File: src/rtl/mem_access_pkg.sv
// Shared definitions for the MEM-stage data-memory access block.
// Aluop codes of the eight memory operations, FSM state encodings,
// access-size classification and byte-lane select constants.
package mem_access_pkg;

    localparam int unsigned OP_W = 8;

    // Memory aluop encodings (must match the decoder's AluOpBus values)
    localparam logic [OP_W-1:0] OP_LB  = 8'h20;
    localparam logic [OP_W-1:0] OP_LH  = 8'h21;
    localparam logic [OP_W-1:0] OP_LW  = 8'h23;
    localparam logic [OP_W-1:0] OP_LBU = 8'h24;
    localparam logic [OP_W-1:0] OP_LHU = 8'h25;
    localparam logic [OP_W-1:0] OP_SB  = 8'h28;
    localparam logic [OP_W-1:0] OP_SH  = 8'h29;
    localparam logic [OP_W-1:0] OP_SW  = 8'h2b;

    typedef enum logic [1:0] {
        ST_IDLE = 2'd0,
        ST_REQ  = 2'd1,
        ST_WAIT = 2'd2,
        ST_DONE = 2'd3
    } state_t;

    typedef enum logic [1:0] {
        SZ_BYTE = 2'd0,
        SZ_HALF = 2'd1,
        SZ_WORD = 2'd2
    } acc_size_t;

    // Byte-lane enables; a byte access shifts BE_BYTE0 by the address offset
    localparam logic [3:0] BE_BYTE0   = 4'b0001;
    localparam logic [3:0] BE_HALF_LO = 4'b0011;
    localparam logic [3:0] BE_HALF_HI = 4'b1100;
    localparam logic [3:0] BE_WORD    = 4'b1111;

    function automatic logic op_is_load(input logic [OP_W-1:0] op);
        return (op == OP_LB) || (op == OP_LH) || (op == OP_LW) ||
               (op == OP_LBU) || (op == OP_LHU);
    endfunction

    function automatic logic op_is_store(input logic [OP_W-1:0] op);
        return (op == OP_SB) || (op == OP_SH) || (op == OP_SW);
    endfunction

    function automatic logic op_is_mem(input logic [OP_W-1:0] op);
        return op_is_load(op) || op_is_store(op);
    endfunction

    function automatic acc_size_t op_size(input logic [OP_W-1:0] op);
        if ((op == OP_LB) || (op == OP_LBU) || (op == OP_SB))
            return SZ_BYTE;
        else if ((op == OP_LH) || (op == OP_LHU) || (op == OP_SH))
            return SZ_HALF;
        else
            return SZ_WORD;
    endfunction

    // True when the low address bits are not a multiple of the access size
    function automatic logic op_misaligned(input logic [OP_W-1:0] op, input logic [1:0] lo);
        case (op_size(op))
            SZ_HALF: return lo[0];
            SZ_WORD: return lo != 2'b00;
            default: return 1'b0;
        endcase
    endfunction

endpackage

File: src/rtl/mem_access_if.sv
// Data-memory request bus: req/gnt address phase, rvalid/rdata response phase.
// Latency: none (wires only).
// Backpressure: master holds req and its payload until the slave raises gnt.
// Ports: master drives req/we/addr/wdata/be; slave drives gnt/rvalid/rdata.
interface mem_access_if #(
    parameter int XLEN = 32
);
    logic            req;
    logic            we;
    logic [XLEN-1:0] addr;
    logic [XLEN-1:0] wdata;
    logic [3:0]      be;
    logic            gnt;
    logic            rvalid;
    logic [XLEN-1:0] rdata;

    modport master (
        output req, we, addr, wdata, be,
        input  gnt, rvalid, rdata
    );

    modport slave (
        input  req, we, addr, wdata, be,
        output gnt, rvalid, rdata
    );
endinterface

File: src/rtl/mem_load_fmt.sv
// Load data formatter: picks the byte/half lane and sign- or zero-extends it.
// Latency: combinational.
// Backpressure: none.
// Ports: rdata (raw word), addr_lo (byte offset), aluop (load kind) -> data.
module mem_load_fmt
    import mem_access_pkg::*;
#(
    parameter int ALUOP_W = 8,
    parameter int XLEN    = 32
) (
    input  logic [XLEN-1:0]    rdata,
    input  logic [1:0]         addr_lo,
    input  logic [ALUOP_W-1:0] aluop,
    output logic [XLEN-1:0]    data
);

    logic [7:0]  byte_sel;
    logic [15:0] half_sel;

    always_comb begin
        case (addr_lo)
            2'd0:    byte_sel = rdata[7:0];
            2'd1:    byte_sel = rdata[15:8];
            2'd2:    byte_sel = rdata[23:16];
            default: byte_sel = rdata[31:24];
        endcase
        // addr_lo[0] is ignored for halves: misaligned halves are forced aligned
        half_sel = addr_lo[1] ? rdata[31:16] : rdata[15:0];

        case (aluop)
            OP_LB:   data = {{(XLEN-8){byte_sel[7]}}, byte_sel};
            OP_LBU:  data = {{(XLEN-8){1'b0}}, byte_sel};
            OP_LH:   data = {{(XLEN-16){half_sel[15]}}, half_sel};
            OP_LHU:  data = {{(XLEN-16){1'b0}}, half_sel};
            default: data = rdata;
        endcase
    end

endmodule

File: src/rtl/mem_access.sv
// MEM stage: turns EX/MEM memory ops into a req/gnt/rvalid transaction, formats loads, drives MEM/WB.
// Latency: non-memory ops pass through combinationally; stores >=3 cycles, loads 3 (same-cycle rvalid) or >=4.
// Backpressure: stall_req holds the upstream pipeline until gnt (and rvalid for loads); waits are unbounded.
// Ports: clk, rst_n; EX/MEM inputs mem_*; MEM/WB outputs wb_*; stall_req; dmem (mem_access_if master).
// Option: define MEM_MISALIGN_TRAP_EN to trap misaligned halves/words on excp_misalign instead of forcing alignment.
module mem_access
    import mem_access_pkg::*;
#(
    parameter int ALUOP_W = 8,
    parameter int XLEN    = 32
) (
    input  logic               clk,
    input  logic               rst_n,
    input  logic [4:0]         mem_waddr,
    input  logic               mem_we,
    input  logic [XLEN-1:0]    mem_wdata,
    input  logic [XLEN-1:0]    mem_mem_addr,
    input  logic [ALUOP_W-1:0] mem_mem_aluop,
    input  logic [XLEN-1:0]    mem_rt_data,
    output logic [4:0]         wb_waddr,
    output logic               wb_we,
    output logic [XLEN-1:0]    wb_wdata,
    output logic               stall_req,
`ifdef MEM_MISALIGN_TRAP_EN
    output logic               excp_misalign,
`endif
    mem_access_if.master       dmem
);

    state_t             state;
    logic               is_mem;
    logic               is_ld;
    logic               misalign;
    logic               start;
    logic [3:0]         be_n;
    logic [XLEN-1:0]    wdata_n;
    logic               ld_q;
    logic [1:0]         alo_q;
    logic [ALUOP_W-1:0] op_q;
    logic [XLEN-1:0]    ld_data_q;
    logic [XLEN-1:0]    fmt_data;

    always_comb begin
        is_mem   = op_is_mem(mem_mem_aluop);
        is_ld    = op_is_load(mem_mem_aluop);
        misalign = 1'b0;
`ifdef MEM_MISALIGN_TRAP_EN
        misalign = is_mem && op_misaligned(mem_mem_aluop, mem_mem_addr[1:0]);
`endif
        start    = is_mem && !misalign;
    end

    // Lane-replicated store data so the memory only needs the byte enables
    always_comb begin
        be_n    = BE_WORD;
        wdata_n = mem_rt_data;
        case (op_size(mem_mem_aluop))
            SZ_BYTE: begin
                be_n    = BE_BYTE0 << mem_mem_addr[1:0];
                wdata_n = {4{mem_rt_data[7:0]}};
            end
            SZ_HALF: begin
                be_n    = mem_mem_addr[1] ? BE_HALF_HI : BE_HALF_LO;
                wdata_n = {2{mem_rt_data[15:0]}};
            end
            default: ;
        endcase
    end

    // Formatting uses the offset/op latched at issue, not the live EX/MEM fields
    mem_load_fmt #(
        .ALUOP_W (ALUOP_W),
        .XLEN    (XLEN)
    ) u_load_fmt (
        .rdata   (dmem.rdata),
        .addr_lo (alo_q),
        .aluop   (op_q),
        .data    (fmt_data)
    );

    always_ff @(posedge clk or negedge rst_n) begin
        if (!rst_n) begin
            state      <= ST_IDLE;
            dmem.req   <= 1'b0;
            dmem.we    <= 1'b0;
            dmem.be    <= '0;
            dmem.addr  <= '0;
            dmem.wdata <= '0;
            ld_q       <= 1'b0;
            alo_q      <= 2'b00;
            op_q       <= '0;
            ld_data_q  <= '0;
        end else begin
            case (state)
                ST_IDLE: begin
                    if (start) begin
                        dmem.req   <= 1'b1;
                        dmem.we    <= !is_ld;
                        dmem.be    <= be_n;
                        dmem.addr  <= {mem_mem_addr[XLEN-1:2], 2'b00};
                        dmem.wdata <= wdata_n;
                        ld_q       <= is_ld;
                        alo_q      <= mem_mem_addr[1:0];
                        op_q       <= mem_mem_aluop;
                        state      <= ST_REQ;
                    end
                end
                ST_REQ: begin
                    if (dmem.gnt) begin
                        dmem.req <= 1'b0;
                        if (!ld_q) begin
                            state <= ST_DONE;
                        end else if (dmem.rvalid) begin
                            // zero-latency memory: data arrives with the grant
                            ld_data_q <= fmt_data;
                            state     <= ST_DONE;
                        end else begin
                            state <= ST_WAIT;
                        end
                    end
                end
                ST_WAIT: begin
                    if (dmem.rvalid) begin
                        ld_data_q <= fmt_data;
                        state     <= ST_DONE;
                    end
                end
                default: begin
                    // DONE: pipeline advances on this edge, so never re-issue
                    state <= ST_IDLE;
                end
            endcase
        end
    end

    // Write-back fields; memory ops write back only in DONE, otherwise a bubble
    always_comb begin
        wb_waddr  = mem_waddr;
        wb_we     = mem_we;
        wb_wdata  = mem_wdata;
        stall_req = 1'b0;
`ifdef MEM_MISALIGN_TRAP_EN
        excp_misalign = 1'b0;
`endif
        if (!rst_n) begin
            wb_waddr = '0;
            wb_we    = 1'b0;
            wb_wdata = '0;
        end else if (state == ST_DONE) begin
            if (ld_q) wb_wdata = ld_data_q;
            else      wb_we    = 1'b0;
        end else if (state != ST_IDLE) begin
            wb_we     = 1'b0;
            stall_req = 1'b1;
        end else if (is_mem) begin
            wb_we     = 1'b0;
            stall_req = start;
`ifdef MEM_MISALIGN_TRAP_EN
            excp_misalign = misalign;
`endif
        end
    end

endmodule

File: src/flat_wrapper.sv
// flat-port wrapper written by rule: the top's interface ports become plain ports
module mem_access_flat import mem_access_pkg::*;
#(
    parameter int ALUOP_W = 8,
    parameter int XLEN    = 32
)
  (clk, rst_n, mem_waddr, mem_we, mem_wdata, mem_mem_addr, mem_mem_aluop, mem_rt_data, wb_waddr, wb_we, wb_wdata, stall_req, dmem_req, dmem_we, dmem_addr, dmem_wdata, dmem_be, dmem_gnt, dmem_rvalid, dmem_rdata);
  mem_access_if #(.XLEN(XLEN)) dmem_i ();
  input  logic clk;
  input  logic rst_n;
  input  logic [4:0] mem_waddr;
  input  logic mem_we;
  input  logic [XLEN-1:0] mem_wdata;
  input  logic [XLEN-1:0] mem_mem_addr;
  input  logic [ALUOP_W-1:0] mem_mem_aluop;
  input  logic [XLEN-1:0] mem_rt_data;
  output logic [4:0] wb_waddr;
  output logic wb_we;
  output logic [XLEN-1:0] wb_wdata;
  output logic stall_req;
  output wire logic [$bits(dmem_i.req)-1:0] dmem_req;
  output wire logic [$bits(dmem_i.we)-1:0] dmem_we;
  output wire logic [$bits(dmem_i.addr)-1:0] dmem_addr;
  output wire logic [$bits(dmem_i.wdata)-1:0] dmem_wdata;
  output wire logic [$bits(dmem_i.be)-1:0] dmem_be;
  input wire logic [$bits(dmem_i.gnt)-1:0] dmem_gnt;
  input wire logic [$bits(dmem_i.rvalid)-1:0] dmem_rvalid;
  input wire logic [$bits(dmem_i.rdata)-1:0] dmem_rdata;
  assign dmem_req = dmem_i.req;
  assign dmem_we = dmem_i.we;
  assign dmem_addr = dmem_i.addr;
  assign dmem_wdata = dmem_i.wdata;
  assign dmem_be = dmem_i.be;
  assign dmem_i.gnt = dmem_gnt;
  assign dmem_i.rvalid = dmem_rvalid;
  assign dmem_i.rdata = dmem_rdata;
  mem_access #(.ALUOP_W(ALUOP_W), .XLEN(XLEN)) u_core (.clk(clk), .rst_n(rst_n), .mem_waddr(mem_waddr), .mem_we(mem_we), .mem_wdata(mem_wdata), .mem_mem_addr(mem_mem_addr), .mem_mem_aluop(mem_mem_aluop), .mem_rt_data(mem_rt_data), .wb_waddr(wb_waddr), .wb_we(wb_we), .wb_wdata(wb_wdata), .stall_req(stall_req), .dmem(dmem_i));
endmodule
File: config.mk
export PLATFORM = sky130hd
export DESIGN_NAME = mem_access_flat
export DESIGN_NICKNAME = d
export VERILOG_FILES = /design/src/rtl/mem_access_pkg.sv /design/src/rtl/mem_access_if.sv /design/src/rtl/mem_load_fmt.sv /design/src/rtl/mem_access.sv /design/src/flat_wrapper.sv
export SDC_FILE = /design/constraint.sdc
export NUM_CORES = 1
export LEC_CHECK = 0
export ABC_AREA = 1
export CAP_MARGIN = 10
export CORE_AREA = 2 2 165 167
export CTS_BUF_LIST = sky130_fd_sc_hd__clkbuf_4
export CTS_CLUSTER_DIAMETER = 50
export DETAILED_ROUTE_END_ITERATION = 8
export DIE_AREA = 0 0 167 169
export PLACE_DENSITY_LB_ADDON = 0.1
export SLEW_MARGIN = 15
export SYNTH_ARGS = -nofsm -noshare
export SYNTH_HDL_FRONTEND = slang
export SYNTH_SLANG_ARGS = --single-unit
File: constraint.sdc
create_clock -name clk -period 3.5 [get_ports clk]
set_clock_uncertainty 0.05 [all_clocks]
set_input_delay 0.7 -clock clk [delete_from_list [all_inputs] [get_ports clk]]
set_output_delay 0.7 -clock clk [all_outputs]
set_load 0.005 [all_outputs]
## Word level (Yosys, flattened, before mapping)

Index checks and enable logic that the tools add are counted.

- Logic and storage cells: 89
- Register bits after elaboration: 113
- Bits of input ports: 146
- Output and inout port bits: 109

- Reductions and logical operators: 22
- Shift operators: 1
- Eq/ne operators: 22
- Multiplexer cells: 34

Operators with widths:

| cell | number |
|---|---|
| 2-to-1 mux 32 bit | 6 |
| case mux 32 bit (2 select lines) | 2 |
| case mux 32 bit (4 select lines) | 1 |
| == test 8 x 6 -> 1 bit (second input constant) | 12 |
| case mux 8 bit (3 select lines) | 1 |
| 2-to-1 mux 16 bit | 1 |
| 2-to-1 mux 1 bit | 12 |
| 2-to-1 mux 2 bit | 6 |
| logical OR 1 bit | 11 |
| AND reduction 3 bit | 3 |
| case mux 4 bit (2 select lines) | 1 |
| == test 2 x 1 -> 1 bit (second input constant) | 3 |
| == test 2 bit (second input constant) | 3 |
| zero test 2 bit | 3 |
| case mux 2 bit (3 select lines) | 1 |
| nonzero test 2 bit | 3 |
| 2-to-1 mux 5 bit | 1 |
| 2-to-1 mux 4 bit | 1 |
| inequality test 2 x 1 -> 1 bit (second input constant) | 2 |
| inequality test 2 bit (second input constant) | 2 |
| left shift 1 x 2 -> 4 bit (first input constant) | 1 |
| case mux 1 bit (2 select lines) | 1 |
| AND reduction 2 bit | 1 |
| zero test 1 bit | 1 |

## Logic depth before layout (Yosys ltp)

Gate-level depths: netlist of run 1.

- Depth after elaboration: 10
- Gate-level depth with buffers: 10
- Gate-level depth less buffers: 9

## Cells and area by module

A second synthesis of run 1 with hierarchy kept.

- Cells, all modules: 933
- Area, all modules: 6536.3 um2

Modules (own cells, without submodules):

| module | instances | cells an instance | seq. area each (um2) | area an instance (um2) |
|---|---|---|---|---|
| mem_access | 1 | 724 | 2827.7 | 5413.9 |
| mem_load_fmt | 1 | 209 | 0.0 | 1122.3 |

## Worst setup path before layout of run 1

OpenSTA, ideal clock, no wires.

- Path type: input to output
- Start: in mem_mem_aluop[4]
- End: out stall_req
- Path buffers: 0
- Stages on the path: 6
- Arrival: 1.397 ns
- Required time: 2.750 ns
- Path slack: 1.353 ns
- Cell sequence: inv_1 > nand2_1 > nor2_2 > nand3_2 > nand3_1 > and3_1

- Cells in the longest elaborated chain, start to end: 10
- Elaborated cells between the ends (all ways): 19
- Classes of those cells: 8 x eq/ne; 4 x mux; 7 x reduce/logical

Ends and longest elaborated chain:

| what | RTL line | RTL |
|---|---|---|
| start: declaration | flat_wrapper.sv:15 | `input logic [ALUOP_W-1:0] mem_mem_aluop;` |
| == test 8 x 6 -> 1 bit | mem_access_pkg.sv:38 | `return (op == OP_LB) \|\| (op == OP_LH) \|\| (op == OP_LW) \|\|` |
| logical OR 1 bit (3 in series) | mem_access_pkg.sv:38 |  |
| logical OR 1 bit | mem_access_pkg.sv:39 | `(op == OP_LBU) \|\| (op == OP_LHU);` |
| logical OR 1 bit * | mem_access_pkg.sv:47 | `return op_is_load(op) \|\| op_is_store(op);` |
| 2-to-1 mux 1 bit * | mem_access.sv:155 | `end else if (is_mem) begin` |
| 2-to-1 mux 1 bit * | mem_access.sv:152 | `end else if (state != ST_IDLE) begin` |
| 2-to-1 mux 1 bit * | mem_access.sv:149 | `end else if (state == ST_DONE) begin` |
| 2-to-1 mux 1 bit * | mem_access.sv:145 | `if (!rst_n) begin` |
| end: declaration | flat_wrapper.sv:20 | `output logic stall_req;` |

Mark *: on every way between the ends. The rest lies on a longest branch, timed or not.

## Worst setup path after layout of run 1

- Start: in mem_mem_aluop[5]
- End: out stall_req

Same word-level chain as after synthesis.

==> results of run 1 <==
[report_power, final]
group | switching (mW) | internal, mW
Combinational | 1.37 | 1.45
Clock | 0.532 | 0.415
Sequential | 0.384 | 1.92
Total | 2.29 | 3.78
[area by class of cell]
type / count / area, µm²
Clock buffer: 18 / 135
Sequential cell: 113 / 2830
Inverter: 99 / 373
Fill cell: 2846 / 17000
Clock inverter: 13 / 121
Antenna cell: 1 / 2.50
Tap cell: 341 / 427
Multi-Input combinational cell: 674 / 3000
Timing Repair Buffer: 269 / 2670
[through the flow]
stage | hold WS [ns] | util (%) | std cells | setup slack [ns] | total power, mW
2_1_floorplan | 0.354 | - | 938 | 1.35 | 3.63
3_3_place_gp | 0.411 | 35.0 | 1496 | 0.326 | 5.17
3_5_place_dp | 0.414 | 35.0 | 1496 | 0.263 | 5.16
4_1_cts | 0.0125 | 36.0 | 1527 | 0.122 | 6.18
5_1_grt | 0.00332 | 36.0 | 1528 | 0.0167 | 6.65
6_report | 0.0539 | 36.0 | 1528 | 0.237 | 6.07
[registers in the layout, indices dropped and copies added (netlist names)]
register / count
u_core.dmem.we: 1
u_core.ld_q: 1
u_core.alo_q: 2
u_core.dmem.req: 1
u_core.dmem.be: 4
u_core.dmem.addr: 30
u_core.dmem.wdata: 32
u_core.ld_data_q: 32
u_core.state: 2
u_core.op_q: 8
[per-layer routing]
metal  global-route usage, %  wire length (µm)  vias to the layer above  part of all wire [%]
met5                       0                 0                        -                     0
met2                    25.4             10200                      209                    45
met4                    4.50               315                        0                   1.4
li1                        -                 -                     3413                     -
met3                    6.43              1940                       16                   8.5
met1                    21.0             10400                     2974                    45
[worst min-delay path by stage]
stage	slack (ns)	from	endpoint	cells past startpoint
floorplan	0.35	rst_n	u_core.alo_q[0]$_DFFE_PN0P_	0
global placement	0.41	u_core.dmem.addr[23]$_DFFE_PN0P_	u_core.dmem.addr[23]$_DFFE_PN0P_	2
detailed placement	0.41	u_core.dmem.wdata[10]$_DFFE_PN0P_	u_core.dmem.wdata[10]$_DFFE_PN0P_	2
CTS	0.01	rst_n	u_core.dmem.req$_DFFE_PN0P_	1
global route	0.003	rst_n	u_core.dmem.req$_DFFE_PN0P_	1
finish	0.05	rst_n	u_core.dmem.req$_DFFE_PN0P_	1
[cells in the final DEF (no fill, tap or decap), drive strengths merged, types with 3 or more instances in the layout]
master and count:
clkdlybuf4s50 251, nand3 91, clkinvlp 3, a21boi 7, clkbuf 18, inv 98
a21oi 58, dfrtp 113, nor2 88, ha 5, nand2 339, o21ai 68
buf 18, nand4 11, clkinv 9
[cells by family (layout without fill, tap and decap cells)]
logic type                 Yosys count  after routing  synth area share [%]
AOI/OAI and AO/OA                  136            136                  11.1
adders and majority gates            5              5                 0.964
buffers and inverters              151            399                  10.5
DFF                                113            113                  43.6
other                                1              3                0.0578
and+or+nand+nor                    531            531                  33.8
[cell usage after synthesis, types with 3 or more instances]
master / count
a21boi_0: 7
a21oi_1: 58
buf_2: 14
buf_4: 11
buf_6: 7
clkbuf_1: 19
dfrtp_1: 113
ha_1: 5
inv_1: 95
inv_2: 3
nand2_1: 336
nand3_1: 87
nand3_2: 4
nand4_1: 9
nor2_1: 85
o21ai_0: 61
o21ai_1: 3
o21ai_2: 4
[what timing repair did]
action                                  4_1_cts  5_1_grt
gates resized for setup                       0        1
endpoints found under the setup margin        0       17
setup buffers                                 0        0
==> results.sh, run 1 <==
export IMPL_drt_wl_total_mm=22.8
export IMPL_drv_cap=0
export IMPL_hold_path_class="in2async"
export IMPL_cts_clk_slew_worst_paths_ns=0.11
export IMPL_critical_path_class="in2out"
export IMPL_crit_start="mem_mem_aluop[5]"
export IMPL_place_congestion=0.834
export IMPL_synth_edf_count=0
export IMPL_drive_above_1_share_pct=5.65
export IMPL_ctsHoldBuffers=0
export IMPL_design_area_um2=9550
export IMPL_first_iter_violations=282
export IMPL_drtPass1Iterations=4
export IMPL_max_freq_ghz=0.306
export IMPL_path_delay_family="buffers and inverters"
export IMPL_path_buf_inv=2
export IMPL_cp_max_fo=6
export IMPL_async_flop_share_pct=100
export IMPL_start_kind="input pin"
export IMPL_initial_core_util_pct=24.5
export IMPL_cts_sinks=113
export IMPL_htreeDepth=4
export IMPL_dpl_hpwl_mm=16.4
export IMPL_grt_pass1_wl_mm=36.4
export IMPL_hold_violations=0
export IMPL_synth_area_um2=6490
export IMPL_yosysTopAreaCellShare_pct=43.6
export IMPL_crit_end="stall_req"
export IMPL_critPathArrivalTime_ns=2.51
export IMPL_synth_cell_types=30
export IMPL_power_density_nw_per_um2=635
export IMPL_rsz0062_at_grt="no"
export IMPL_post_route_drc_count=0
export IMPL_synth_top_cells_by_area="dfrtp_1 44%, nand2_1 19%, nand3_1 6.7%, inv_1 5.5%, nor2_1 4.9%"
export IMPL_postRouteAntennaNets=0
export IMPL_synth_top_cell_by_area="dfrtp_1"
export IMPL_die_area_um2=28200
export IMPL_fin_nets=1325
export IMPL_finalCritPeriodShare_pct=93.2
export IMPL_placed_cell_area_um2=9290
export IMPL_ys_seq_elements=113
export IMPL_avgSynthCellArea_um2=6.93
export IMPL_synthCells=937
export IMPL_insertion_delay_ns=0.49
export IMPL_chipWidth_um=167
export IMPL_cts_root_buf="clkbuf_4"
export IMPL_yosys_most_used_dff="dfrtp_1"
export IMPL_tightest_slew_ns=0.799
export IMPL_ir_worst_vdd_mv=0.267
export IMPL_grt_overflow=0
export IMPL_cts_buffers=17
export IMPL_first_global_vias=6669
export IMPL_io_buffers=252
export IMPL_slew_violations=0
export IMPL_wl_per_cell_um=14.9
export IMPL_cts_tree="done"
export IMPL_die_h_um=169
export IMPL_finalSetupTns_ns=0
export IMPL_grt_usage_pct=16.3
export IMPL_path_cells="clkdlybuf4s50_1 > nand2_1 > nor2_2 > nand3_2 > nand3_1 > and3_1 > clkdlybuf4s50_1"
export IMPL_rr_startpoint="u_core.state[0]$_DFFE_PN0P_"
export IMPL_ios=255
export IMPL_reg2reg_slack_ns=1.35
export IMPL_slew_headroom_pct=46.7
export IMPL_yosysWarningCount=0
export IMPL_outcome="finished clean"
export IMPL_ys_seq_area_share_pct=43.6
export IMPL_worstPathRequired_ns=2.75
export IMPL_leakagePower_nw=4.69
export IMPL_r2r_cells=7
export IMPL_end_kind="output port"
export IMPL_syn_to_final_growth_pct=47.1
export IMPL_grt_max_degree=64
export IMPL_antenna_found_initial=1
export IMPL_setup_viol=0
export IMPL_max_stage_delay_ns=0.50
export IMPL_cpMaxStageDelayCell="clkdlybuf4s50_1"
export IMPL_crit_cells=7
export IMPL_r2r_end="u_core.alo_q[1]$_DFFE_PN0P_"
export IMPL_num_rows=60
export IMPL_vias_per_cell=4.33
export IMPL_core_um2=26500
export IMPL_post_route_min_period_ns=3.26
export IMPL_path_common_cell="clkdlybuf4s50_1"
export IMPL_cts_buffer_depth=2
export IMPL_vias=6612
Note: power is estimated with default switching activity, not from simulation.
==> run 2: changes to the inputs <==
--- a/config.mk
+++ b/config.mk
@@ -6,12 +6,11 @@
 export NUM_CORES = 1
 export LEC_CHECK = 0
 export ABC_AREA = 1
-export CAP_MARGIN = 10
-export CORE_AREA = 2 2 165 167
+export CORE_AREA = 2 2 131 133
 export CTS_BUF_LIST = sky130_fd_sc_hd__clkbuf_4
 export CTS_CLUSTER_DIAMETER = 50
 export DETAILED_ROUTE_END_ITERATION = 8
-export DIE_AREA = 0 0 167 169
+export DIE_AREA = 0 0 133 135
 export PLACE_DENSITY_LB_ADDON = 0.1
 export SLEW_MARGIN = 15
 export SYNTH_ARGS = -nofsm -noshare
==> results.sh, run 2 (synthesized netlist as in run 1, its figures left out) <==
export IMPL_cts_root_buf="clkbuf_4"
export IMPL_drt_wl_total_mm=20.0
export IMPL_hold_violations=0
export IMPL_post_route_min_period_ns=3.28
export IMPL_antenna_found_initial=1
export IMPL_grt_overflow=0
export IMPL_critical_path_class="in2out"
export IMPL_grt_pass1_wl_mm=32.2
export IMPL_outcome="finished clean"
export IMPL_r2r_end="u_core.dmem.wdata[0]$_DFFE_PN0P_"
export IMPL_cpMaxStageDelayCell="dlygate4sd3_1"
export IMPL_ios=255
export IMPL_post_route_drc_count=0
export IMPL_layout_common_cells="336 x nand2_1, 251 x clkdlybuf4s50_1, 113 x dfrtp_1"
export IMPL_slew_headroom_pct=41.6
export IMPL_drv_cap=0
export IMPL_vias_per_cell=4.79
export IMPL_max_freq_ghz=0.305
export IMPL_design_area_um2=9440
export IMPL_max_stage_delay_ns=0.55
export IMPL_critPathArrivalTime_ns=2.53
export IMPL_io_buffers=252
export IMPL_drive_above_1_share_pct=5.64
export IMPL_mostFrequentLayoutCell="nand2_1"
export IMPL_whs_path_depth=2
export IMPL_postRouteAntennaNets=0
export IMPL_postCtsSetupRepairBufs=0
export IMPL_cts_sinks=113
export IMPL_chipWidth_um=133
export IMPL_holdPathEnd="u_core.dmem.addr[17]$_DFFE_PN0P_"
export IMPL_internal_power_mw=3.79
export IMPL_power_switching_mw=2.23
export IMPL_first_iter_violations=435
export IMPL_initial_core_util_pct=39.6
export IMPL_cts_tree="done"
export IMPL_power_density_nw_per_um2=638
export IMPL_reg2reg_slack_ns=1.37
export IMPL_worstPathRequired_ns=2.75
export IMPL_power_frac_clock_pct=15.7
export IMPL_finalSetupTns_ns=0
export IMPL_wl_per_cell_um=14.2
export IMPL_cp_max_fo=34
export IMPL_die_h_um=135
export IMPL_rsz0062_at_grt="no"
export IMPL_die_area_um2=18000
export IMPL_holdCritStartpoint="u_core.dmem.addr[17]$_DFFE_PN0P_"
export IMPL_num_rows=47
export IMPL_comb_power_share_pct=46.3
export IMPL_post_route_util_pct=57.5
export IMPL_end_kind="output port"
export IMPL_fin_cells=1409
export IMPL_finalCritPeriodShare_pct=93.7
export IMPL_cts_buffers=17
export IMPL_start_kind="input pin"
export IMPL_vias=6748
export IMPL_cts_clk_slew_worst_paths_ns=0.11
export IMPL_leakagePower_nw=4.68
export IMPL_first_global_vias=6484
export IMPL_syn_to_final_growth_pct=45.4
export IMPL_place_congestion=0.906
export IMPL_dp_cells=1375
export IMPL_seqPwrFrac_pct=38.0
export IMPL_hold_path_class="reg2reg"
export IMPL_rr_startpoint="u_core.state[0]$_DFFE_PN0P_"
export IMPL_r2r_cells=6
export IMPL_largestRegisters="u_core.dmem.wdata: 32 flops, u_core.ld_data_q: 32 flops, u_core.dmem.addr: 30 flops"
export IMPL_drtPass1Iterations=5
export IMPL_grt_usage_pct=22.6
export IMPL_grt_max_degree=85
export IMPL_fin_nets=1326
export IMPL_ir_worst_vdd_mv=0.388
export IMPL_cts_buffer_depth=2
export IMPL_htreeDepth=4
export IMPL_slew_violations=0
export IMPL_path_cells="dlygate4sd3_1 > buf_6 > buf_12 > o211ai_1 > a21oi_1 > clkdlybuf4s50_1"
export IMPL_placed_cell_area_um2=9140
export IMPL_setup_viol=0
export IMPL_tightest_slew_ns=0.875
export IMPL_dpl_hpwl_mm=14.5
export IMPL_insertion_delay_ns=0.51
export IMPL_core_um2=16400
export IMPL_sw_frac_of_total_pct=37.1
[run 2: critical path, delay by kind of cell]
kind	cells	cell delay, ns
AOI/OAI and AO/OA	2	0.24
buffers and inverters	4	1.57
[run 2: repair_timing]
action,in CTS,in global routing
hold endpoints to repair,14,0
gates resized for setup,0,4
hold buffers,1,0
setup endpoints to repair,0,26
[run 2: final cells by class]
cell class | count | area [µm²]
Antenna cell | 1 | 2.50
Clock buffer | 17 | 128
Clock inverter | 15 | 143
Fill cell | 1578 | 6970
Inverter | 99 | 373
Multi-Input combinational cell | 674 | 2990
Sequential cell | 113 | 2830
Tap cell | 220 | 275
Timing Repair Buffer | 270 | 2700
[run 2: routing by layer]
layer  share of wire, %  track usage, %  up-vias
met5                  0               0        -
met4                2.0            7.89        0
met3                8.7            8.18       24
li1                   -               -     3426
met1                 43            28.0     3056
met2                 47            36.4      242
[run 2: stage by stage]
| step | power, mW | hold WS, ns | setup WS [ns] |
|---|---|---|---|
| after floorplan | 3.63 | 0.354 | 1.35 |
| after global placement | 5.05 | 0.408 | 0.344 |
| after detailed placement | 5.09 | 0.414 | 0.292 |
| after CTS | 6.08 | 0.442 | 0.0219 |
| after global routing | 6.55 | 0.454 | 0.00438 |
| final | 6.02 | 0.436 | 0.221 |
[run 2: power groups by stage]
stage / clock (mW) / sequential [mW] / combinational, mW
after floorplan: 0 / 2.25 / 1.38
after global placement: 0 / 2.29 / 2.76
after detailed placement: 0 / 2.29 / 2.80
after CTS: 0.982 / 2.28 / 2.81
after global routing: 1.04 / 2.36 / 3.14
final: 0.945 / 2.29 / 2.79
[run 2: worst max-delay path by stage]
| stage | startpoint | endpoint | slack [ns] | cells past startpoint |
|---|---|---|---|---|
| after floorplan | mem_mem_aluop[4] | stall_req | 1.35 | 6 |
| final | rst_n | wb_we | 0.22 | 6 |
| after global placement | mem_mem_aluop[5] | stall_req | 0.34 | 7 |
| after global routing | u_core.state[0]$_DFFE_PN0P_ | wb_wdata[22] | 0.004 | 8 |
| after detailed placement | mem_mem_aluop[5] | stall_req | 0.29 | 7 |
| after CTS | u_core.state[0]$_DFFE_PN0P_ | wb_wdata[20] | 0.02 | 8 |
